### src/rtl/system_button_pkg.sv
// Shared types and default constants for the push-button debouncer.
package system_button_pkg;

    typedef enum logic [0:0] {
        ST_STABLE = 1'b0,
        ST_FILTER = 1'b1
    } btn_state_e;

    localparam int BTN_WIDTH          = 5;
    localparam int BTN_PRESCALE       = 50000;
    localparam int BTN_DEBOUNCE_TICKS = 20;

endpackage

### src/rtl/system_debounce_channel.sv
// One button channel: two-flop synchroniser, tick-based debounce filter and
// registered press/release strobes.
//
// state     | meaning
// ST_STABLE | synchronised pad equals debounced level, cnt held at 0
// ST_FILTER | pad differs from debounced level, counting persistent ticks
module system_debounce_channel
    import system_button_pkg::*;
#(
    parameter int   DEBOUNCE_TICKS = BTN_DEBOUNCE_TICKS,
    parameter logic RESET_LEVEL    = 1'b1
) (
    input  logic clk,
    input  logic reset_n,
    input  logic tick,
    input  logic btn_raw,
    output logic btn_out,
    output logic press_pulse,
    output logic release_pulse
);

    localparam int                CNT_W    = $clog2(DEBOUNCE_TICKS + 1);
    localparam logic [CNT_W-1:0]  CNT_LAST = CNT_W'(DEBOUNCE_TICKS - 1);

    logic             sync_q1;
    logic             sync_q2;
    btn_state_e       state;
    logic [CNT_W-1:0] cnt;
    logic [CNT_W-1:0] cnt_cur;

    // The tick that first sees the mismatch already counts toward the filter,
    // so a STABLE channel starts its count from zero on that same cycle.
    assign cnt_cur = (state == ST_STABLE) ? '0 : cnt;

    always_ff @(posedge clk) begin
        if (!reset_n) begin
            sync_q1       <= RESET_LEVEL;
            sync_q2       <= RESET_LEVEL;
            btn_out       <= RESET_LEVEL;
            press_pulse   <= 1'b0;
            release_pulse <= 1'b0;
            cnt           <= '0;
            state         <= ST_STABLE;
        end else begin
            sync_q1       <= btn_raw;
            sync_q2       <= sync_q1;
            press_pulse   <= 1'b0;
            release_pulse <= 1'b0;
            if (sync_q2 == btn_out) begin
                cnt   <= '0;
                state <= ST_STABLE;
            end else if (tick) begin
                if (cnt_cur == CNT_LAST) begin
                    btn_out       <= sync_q2;
                    cnt           <= '0;
                    state         <= ST_STABLE;
                    press_pulse   <= (sync_q2 != RESET_LEVEL);
                    release_pulse <= (sync_q2 == RESET_LEVEL);
                end else begin
                    cnt   <= cnt_cur + CNT_W'(1);
                    state <= ST_FILTER;
                end
            end else begin
                cnt   <= cnt_cur;
                state <= ST_FILTER;
            end
        end
    end

endmodule

### src/rtl/system_button_debouncer.sv
// Debounces WIDTH active-low push-button pads for the button PIO in_port,
// with a single shared tick prescaler driving every channel filter.
module system_button_debouncer
    import system_button_pkg::*;
#(
    parameter int   WIDTH          = BTN_WIDTH,
    parameter int   PRESCALE       = BTN_PRESCALE,
    parameter int   DEBOUNCE_TICKS = BTN_DEBOUNCE_TICKS,
    parameter logic RESET_LEVEL    = 1'b1
) (
    input  logic             clk,
    input  logic             reset_n,
    input  logic [WIDTH-1:0] btn_raw,
    output logic [WIDTH-1:0] btn_out,
    output logic [WIDTH-1:0] press_pulse,
    output logic [WIDTH-1:0] release_pulse
);

    localparam int             PS_W    = (PRESCALE > 1) ? $clog2(PRESCALE) : 1;
    localparam logic [PS_W-1:0] PS_LAST = PS_W'(PRESCALE - 1);

    logic [PS_W-1:0] ps_cnt;
    logic            tick;

    // With PRESCALE=1 the counter never leaves 0, so tick is constantly high.
    assign tick = (ps_cnt == PS_LAST);

    always_ff @(posedge clk) begin
        if (!reset_n) begin
            ps_cnt <= '0;
        end else if (tick) begin
            ps_cnt <= '0;
        end else begin
            ps_cnt <= ps_cnt + PS_W'(1);
        end
    end

    for (genvar i = 0; i < WIDTH; i++) begin : g_chan
        system_debounce_channel #(
            .DEBOUNCE_TICKS (DEBOUNCE_TICKS),
            .RESET_LEVEL    (RESET_LEVEL)
        ) u_chan (
            .clk           (clk),
            .reset_n       (reset_n),
            .tick          (tick),
            .btn_raw       (btn_raw[i]),
            .btn_out       (btn_out[i]),
            .press_pulse   (press_pulse[i]),
            .release_pulse (release_pulse[i])
        );
    end

endmodule

### config.mk
export PLATFORM = sky130hd
export DESIGN_NAME = system_button_debouncer
export DESIGN_NICKNAME = d
export VERILOG_FILES = /design/src/rtl/system_button_pkg.sv /design/src/rtl/system_debounce_channel.sv /design/src/rtl/system_button_debouncer.sv
export SDC_FILE = /design/constraint.sdc
export NUM_CORES = 1
export LEC_CHECK = 0
export ABC_AREA = 1
export CORE_MARGIN = 10
export CORE_UTILIZATION = 31
export DETAILED_ROUTE_END_ITERATION = 7
export GPL_TIMING_DRIVEN = 0
export SLEW_MARGIN = 10
export SYNTH_ARGS = -nofsm -noshare
export SYNTH_HDL_FRONTEND = slang
export SYNTH_SLANG_ARGS = --single-unit
export TNS_END_PERCENT = 50
### constraint.sdc
create_clock -name clk -period 2.57 [get_ports clk]
set_input_delay 0.514 -clock clk [delete_from_list [all_inputs] [get_ports clk]]
set_output_delay 0.514 -clock clk [all_outputs]
set_load 0.02 [all_outputs]
==> summary.md, run 1 <==
| Metric | Value |
|---|---|
| Result of the run | `finished clean` |
| Number of buffers inserted to repair setup after CTS | `0` |
| Maximum resistive drop on vdd | `0.2274 mV` |
| Antenna fix cells | `0` |
| Clock slew at the register clock pins of the worst setup and hold paths | `0.07 ns` |
| Worst-path maximum fanout | `4` |
| Final Hold Viols | `0` |
| Cells taking the most area after synthesis | `dfxtp_1 (42%), nand2_1 (17%), nor2_1 (6.1%), inv_1 (6.0%), a21oi_1 (4.7%)` |
| Largest net degree at the start of global routing | `13` |
| Worst hold margin | `0.4092 ns` |
| Fraction of final layout cells sized beyond drive strength 1 | `0.1228` |
| Number of standard-cell rows in the floorplan | `38` |
| Number of levels the H-tree was split into | `3` |
| Worst EP arrival | `1.46 ns` |
| Number of distinct library cells after synthesis | `26` |
| Congestion Overflow GR | `0` |
| Clock network fraction of total power | `0.457` |
| Area leader, netlist | `dfxtp_1` |
| Max-cap violation count | `0` |
| Sort of element at the start of the critical path | `register` |
| Layout Area Growth over Synthesis | `17.76%` |
| Buffers plus inverters on the worst setup path | `2` |
| Internal power | `1.701 mW` |
| Worst stage delay on the critical path | `0.60 ns` |
| Post-Syn Nets | `498` |
| DRC Markers | `0` |
| RD Place Congestion | `0.7749` |
| Most common cell after layout, fill and taps aside | `nand2_1` |
| Setup repair after global routing missed its margin | `no` |
| TritonCTS clock tree | `done` |
| Fraction of the core area covered by cells at the end of the flow | `0.3713` |
| Number of buffers inserted by hold repair at cts | `0` |
| Hold Path Class | `register to register` |
| Worst path cell trace | `buf_4 > clkdlybuf4s50_1` |
| Final setup violation count | `0` |
| Post-placement worst setup slack | `0.5261 ns` |
| Worst setup margin | `0.5982 ns` |
| Switching share of power | `0.2095` |
| Post-synthesis instance area | `3403 um^2` |
| Average instance area after synthesis | `7.017 um^2` |
| Setup Crit Path Kind | `register to output port` |
| Net count, final | `530` |
| Vias in the first global route | `2761` |
| FF+latch count, synth | `71` |
| Core Area | `10790 um^2` |
| Count of TritonRoute iterations in the first routing pass | `4` |
| # resized after CTS | `0` |
| Combinational Power Share | `0.020` |
| Root cell of the clock tree | `clkbuf_8` |
| Tightest slew margin relative to the limit | `0.7458` |
| Total net switching power | `0.4508 mW` |
| Post-route cell area | `4008 um^2` |
| Slowest stage cell, crit path | `clkdlybuf4s50_1` |
| Seq/Total Area, Yosys | `0.4176` |
| Number of sinks driven by the clock tree | `71` |
| Number of ports placed on the die boundary | `22` |
| Final-layout setup total negative slack | `0 ns` |
| DIE AREA | `15570 um^2` |
| Tcrit/Tclk final | `0.7672` |
| Total power per unit cell area | `536.9 nW/um^2` |
| Chip Height | `124.8 um` |
| Largest delay share family, worst path | `buffers and inverters` |
| Violation count after the first detailed-routing iteration | `131` |
| Hpwl dp | `5244 um` |
| Wire length of the first global-routing pass | `12160 um` |
| Clock Skews | `0.01412 ns` |
| Fraction of power consumed by sequential logic | `0.522` |
| Number of buffers added on ports | `21` |
| Maximum root-to-sink buffer count | `2` |
| Post-DRT Antenna Nets | `0` |
| Final min period | `1.972 ns` |
| Worst endpoint required time | `2.06 ns` |
| Max Slew Vio Count | `0` |
| TritonCTS Buffers | `9` |
| Max Clock Freq | `507.2 MHz` |
| Transition time at the pin with the least slew margin | `0.3813 ns` |
| Placed Area | `3789 um^2` |
| Effective utilization at floorplan | `0.3153` |
| Via-per-instance ratio | `4.410` |
| Share of the synthesized area in the top cell type | `0.4176` |
| Commonest cells after routing, fill and taps aside | `nand2_1 (153), dfxtp_1 (71), nor2_1 (55), inv_1 (54), a21oi_1 (32)` |
| Source-to-sink clock delay at the later pin of the worst-skew pair | `0.34 ns` |
| Die extent in x | `124.8 um` |
| Number of antenna violations at the first check in global routing | `0` |
| Count of synthesis-stage warnings from yosys | `0` |
| Global-route total usage across every layer | `0.09109` |
| Synthesized netlist cell count | `485` |
| Via Count | `2915` |
| Leakage power of the design | `1.753 nW` |
| Wire length reported by the detailed router | `7004 um` |
| Setup crit end kind | `output port` |
| Wire length per cell after detailed routing | `10.60 um` |
-- final cells by class --
type | instances | area, um^2
sequential | 71 | 1421
timing repair buffer | 21 | 210.2
clock inverter | 5 | 81.33
inverter | 63 | 237.7
tap | 140 | 175.2
fill | 1105 | 6785
multi-input combinational | 329 | 1583
clock buffer | 10 | 137.6
buffer | 22 | 161.4
-- logic make-up after synthesis --
kind of cell	synth area share
buffers and inverters	0.1173
XOR/XNOR	0.04118
AND/OR/NAND/NOR	0.3489
flip-flops	0.4176
adder cells (fa/ha/maj)	0.02206
AO/OA/AOI/OAI	0.05294
-- stage by stage --
stage               cells  power (mW)
floorplan             485       1.174
global placement      646       1.193
detailed placement    646       1.194
CTS                   661       2.175
global route          661       2.230
finish                661       2.152
-- final timing paths --
path | end | cells past startpoint | slack [ns] | start
setup / recovery | btn_out[4] | 2 | 0.60 | g_chan[4].u_chan.btn_out$_SDFFE_PN1P_
hold / removal | g_chan[1].u_chan.sync_q2$_SDFF_PN1_ | 2 | 0.41 | g_chan[1].u_chan.sync_q1$_SDFF_PN1_
setup reg to reg | g_chan[4].u_chan.press_pulse$_SDFF_PP0_ | 7 | 0.92 | g_chan[4].u_chan.state$_SDFF_PP0_
hold reg to reg | g_chan[1].u_chan.sync_q2$_SDFF_PN1_ | 2 | 0.41 | g_chan[1].u_chan.sync_q1$_SDFF_PN1_
-- Yosys cell counts --
cell type / count
nand2_1: 153
dfxtp_1: 71
nor2_1: 55
inv_1: 54
a21oi_1: 32
nand3_1: 28
buf_4: 16
xor2_1: 16
inv_2: 7
nand4_1: 7
nor3_1: 7
or2_2: 7
ha_1: 6
nor2_4: 5
o21ai_0: 4
buf_2: 3
nor2_2: 3
buf_6: 2
nand3_4: 2
buf_1: 1
clkinv_1: 1
clkinv_2: 1
nand2_2: 1
nand3_2: 1
nand3b_1: 1
nor3_2: 1
-- worst min-delay path: cells and delay by family (launching register included) --
family / cells / cell delay (ns)
buf+inv: 1 / 0.03
simple gates: 1 / 0.04
flops: 1 / 0.31
-- per-layer routing --
layer,part of all wire,vias to the layer above,wire [um],GRT usage
li1,-,1549,-,-
met1,0.47,1306,3318,0.1081
met2,0.46,50,3211,0.1476
met3,0.048,10,339,0.02255
met4,0.019,0,134,0.04866
met5,0,-,0,0
-- state kept, by name, summed over array words and instances, names as in the netlist --
register                     count
g_chan.u_chan.cnt               25
g_chan.u_chan.state              5
g_chan.u_chan.press_pulse        5
g_chan.u_chan.sync_q2            5
ps_cnt                          16
g_chan.u_chan.release_pulse      5
g_chan.u_chan.sync_q1            5
g_chan.u_chan.btn_out            5
-- power groups by stage --
stage                     Sequential, mW  Combinational [mW]  Clock, mW
final                               1.12              0.0438      0.984
after floorplan                     1.15              0.0268          0
after global routing                1.13              0.0503       1.05
after CTS                           1.12              0.0447       1.01
after global placement              1.15              0.0435          0
after detailed placement            1.15              0.0443          0
Note: power is estimated with default switching activity, not from simulation.
==> inputs of run 2 (changes only) <==
Clock period 2.57 ns to 1.6 ns, I/O delays scaled along.
==> summary.md, run 2 (synthesis results as in run 1) <==
| Metric | Value |
|---|---|
| Result of the run | `finished clean` |
| Chip Height | `124.8 um` |
| Setup Crit Path Kind | `register to output port` |
| Worst endpoint required time | `1.28 ns` |
| Number of levels the H-tree was split into | `3` |
| DRC Markers | `0` |
| TritonCTS clock tree | `done` |
| Vias in the first global route | `2777` |
| Setup repair after global routing missed its margin | `yes` |
| Number of sinks driven by the clock tree | `71` |
| Worst EP arrival | `1.19 ns` |
| Core Area | `10790 um^2` |
| Post-DRT Antenna Nets | `0` |
| Source-to-sink clock delay at the later pin of the worst-skew pair | `0.34 ns` |
| RD Place Congestion | `0.7749` |
| Max Clock Freq | `662.0 MHz` |
| Sort of element at the start of the critical path | `register` |
| Fraction of final layout cells sized beyond drive strength 1 | `0.1667` |
| Final Hold Viols | `0` |
| Commonest cells after routing, fill and taps aside | `nand2_1 (153), dfxtp_1 (66), inv_1 (54), nor2_1 (51), a21oi_1 (32)` |
| TritonCTS Buffers | `9` |
| Final min period | `1.511 ns` |
| Post-route cell area | `4115 um^2` |
| Max-cap violation count | `0` |
| Number of antenna violations at the first check in global routing | `0` |
| Count of TritonRoute iterations in the first routing pass | `4` |
| Layout Area Growth over Synthesis | `20.92%` |
| Placed Cells incl. Taps | `646` |
| Largest net degree at the start of global routing | `13` |
| Leakage power of the design | `1.816 nW` |
| Via-per-instance ratio | `4.461` |
| Fraction of the core area covered by cells at the end of the flow | `0.3813` |
| Final setup violation count | `0` |
| Total power per unit cell area | `841.0 nW/um^2` |
| Transition time at the pin with the least slew margin | `0.3813 ns` |
| Root cell of the clock tree | `clkbuf_8` |
| Wire length per cell after detailed routing | `10.75 um` |
| Clock Skews | `0.01333 ns` |
| Clock slew at the register clock pins of the worst setup and hold paths | `0.08 ns` |
| Number of buffers added on ports | `21` |
| Global-route total usage across every layer | `0.09153` |
| Net count, final | `537` |
| Most common cell after layout, fill and taps aside | `nand2_1` |
| Biggest regs | `g_chan.u_chan.cnt x25, ps_cnt x16` |
| Effective utilization at floorplan | `0.3153` |
| Number of ports placed on the die boundary | `22` |
| Wire length of the first global-routing pass | `12230 um` |
| Maximum resistive drop on vdd | `0.3668 mV` |
| Die extent in x | `124.8 um` |
| Setup crit end kind | `output port` |
| Maximum root-to-sink buffer count | `2` |
| Antenna fix cells | `0` |
| Tcrit/Tclk final | `0.9441` |
| Congestion Overflow GR | `0` |
| Placed Area | `3789 um^2` |
| Wire length reported by the detailed router | `7181 um` |
| Max Slew Vio Count | `0` |
| Worst-path maximum fanout | `4` |
| Register with the highest flop count | `g_chan.u_chan.cnt` |
| Tightest slew margin relative to the limit | `0.7458` |
| Number of flip-flops in the largest register | `25` |
| Hold Path Class | `register to register` |
| Cell Count, Final, Fillers Out | `668` |
| Violation count after the first detailed-routing iteration | `141` |
| Number of standard-cell rows in the floorplan | `38` |
| Hpwl dp | `5244 um` |
| Via Count | `2980` |
| DIE AREA | `15570 um^2` |
[run 2: worst paths after layout]
path                                          from                                    end  slack, ns  cells past startpoint
min            g_chan[1].u_chan.sync_q1$_SDFF_PN1_    g_chan[1].u_chan.sync_q2$_SDFF_PN1_       0.41                      2
max reg2reg      g_chan[4].u_chan.state$_SDFF_PP0_  g_chan[4].u_chan.btn_out$_SDFFE_PN1P_       0.12                      8
max          g_chan[4].u_chan.btn_out$_SDFFE_PN1P_                             btn_out[4]       0.09                      2
min reg2reg    g_chan[1].u_chan.sync_q1$_SDFF_PN1_    g_chan[1].u_chan.sync_q2$_SDFF_PN1_       0.41                      2
[run 2: cell type report]
class	instances	area, um^2
fill	1087	6678
multi-input combinational	329	1638
sequential	71	1430
timing repair buffer	28	254.0
inverter	63	237.7
tap	140	175.2
buffer	22	161.4
clock buffer	10	137.6
clock inverter	5	81.33
[run 2: stage by stage]
| stage | hold slack (ns) | setup WS, ns | total power [mW] | TNS (ns) |
|---|---|---|---|---|
| floorplan | 0.3795 | 0.2535 | 1.885 | 0 |
| global placement | 0.3872 | -0.2354 | 1.916 | -4.147 |
| detailed placement | 0.3916 | -0.2499 | 1.918 | -5.079 |
| CTS | 0.4128 | -0.003631 | 3.494 | -0.004069 |
| global route | 0.4276 | -0.06440 | 3.589 | -0.1606 |
| finish | 0.4091 | 0.08946 | 3.461 | 0 |
[run 2: per-layer routing]
layer  track usage  wire length, um
met5             0                0
met4       0.04866              134
met1        0.1091             3419
met2        0.1483             3319
met3       0.02213              307
[run 2: where the power goes]
part / total [mW] / switching, mW / internal (mW)
Combinational: 0.0732 / 0.0405 / 0.0327
Clock: 1.58 / 0.665 / 0.915
Sequential: 1.81 / 0.0209 / 1.79
Total: 3.46 / 0.726 / 2.73
[run 2: critical path, cell delays in order (launching register included)]
cell           delay, ns
dfxtp_1             0.38
buf_4               0.13
dlygate4sd2_1       0.33
[run 2: repair_timing]
action                                  4_1_cts  5_1_grt
resized for setup                            19       17
hold buffers                                  0        0
endpoints found under the setup margin       27       54
setup buffers                                 0        6
gates cloned                                  0        1
pin swaps                                     1        6
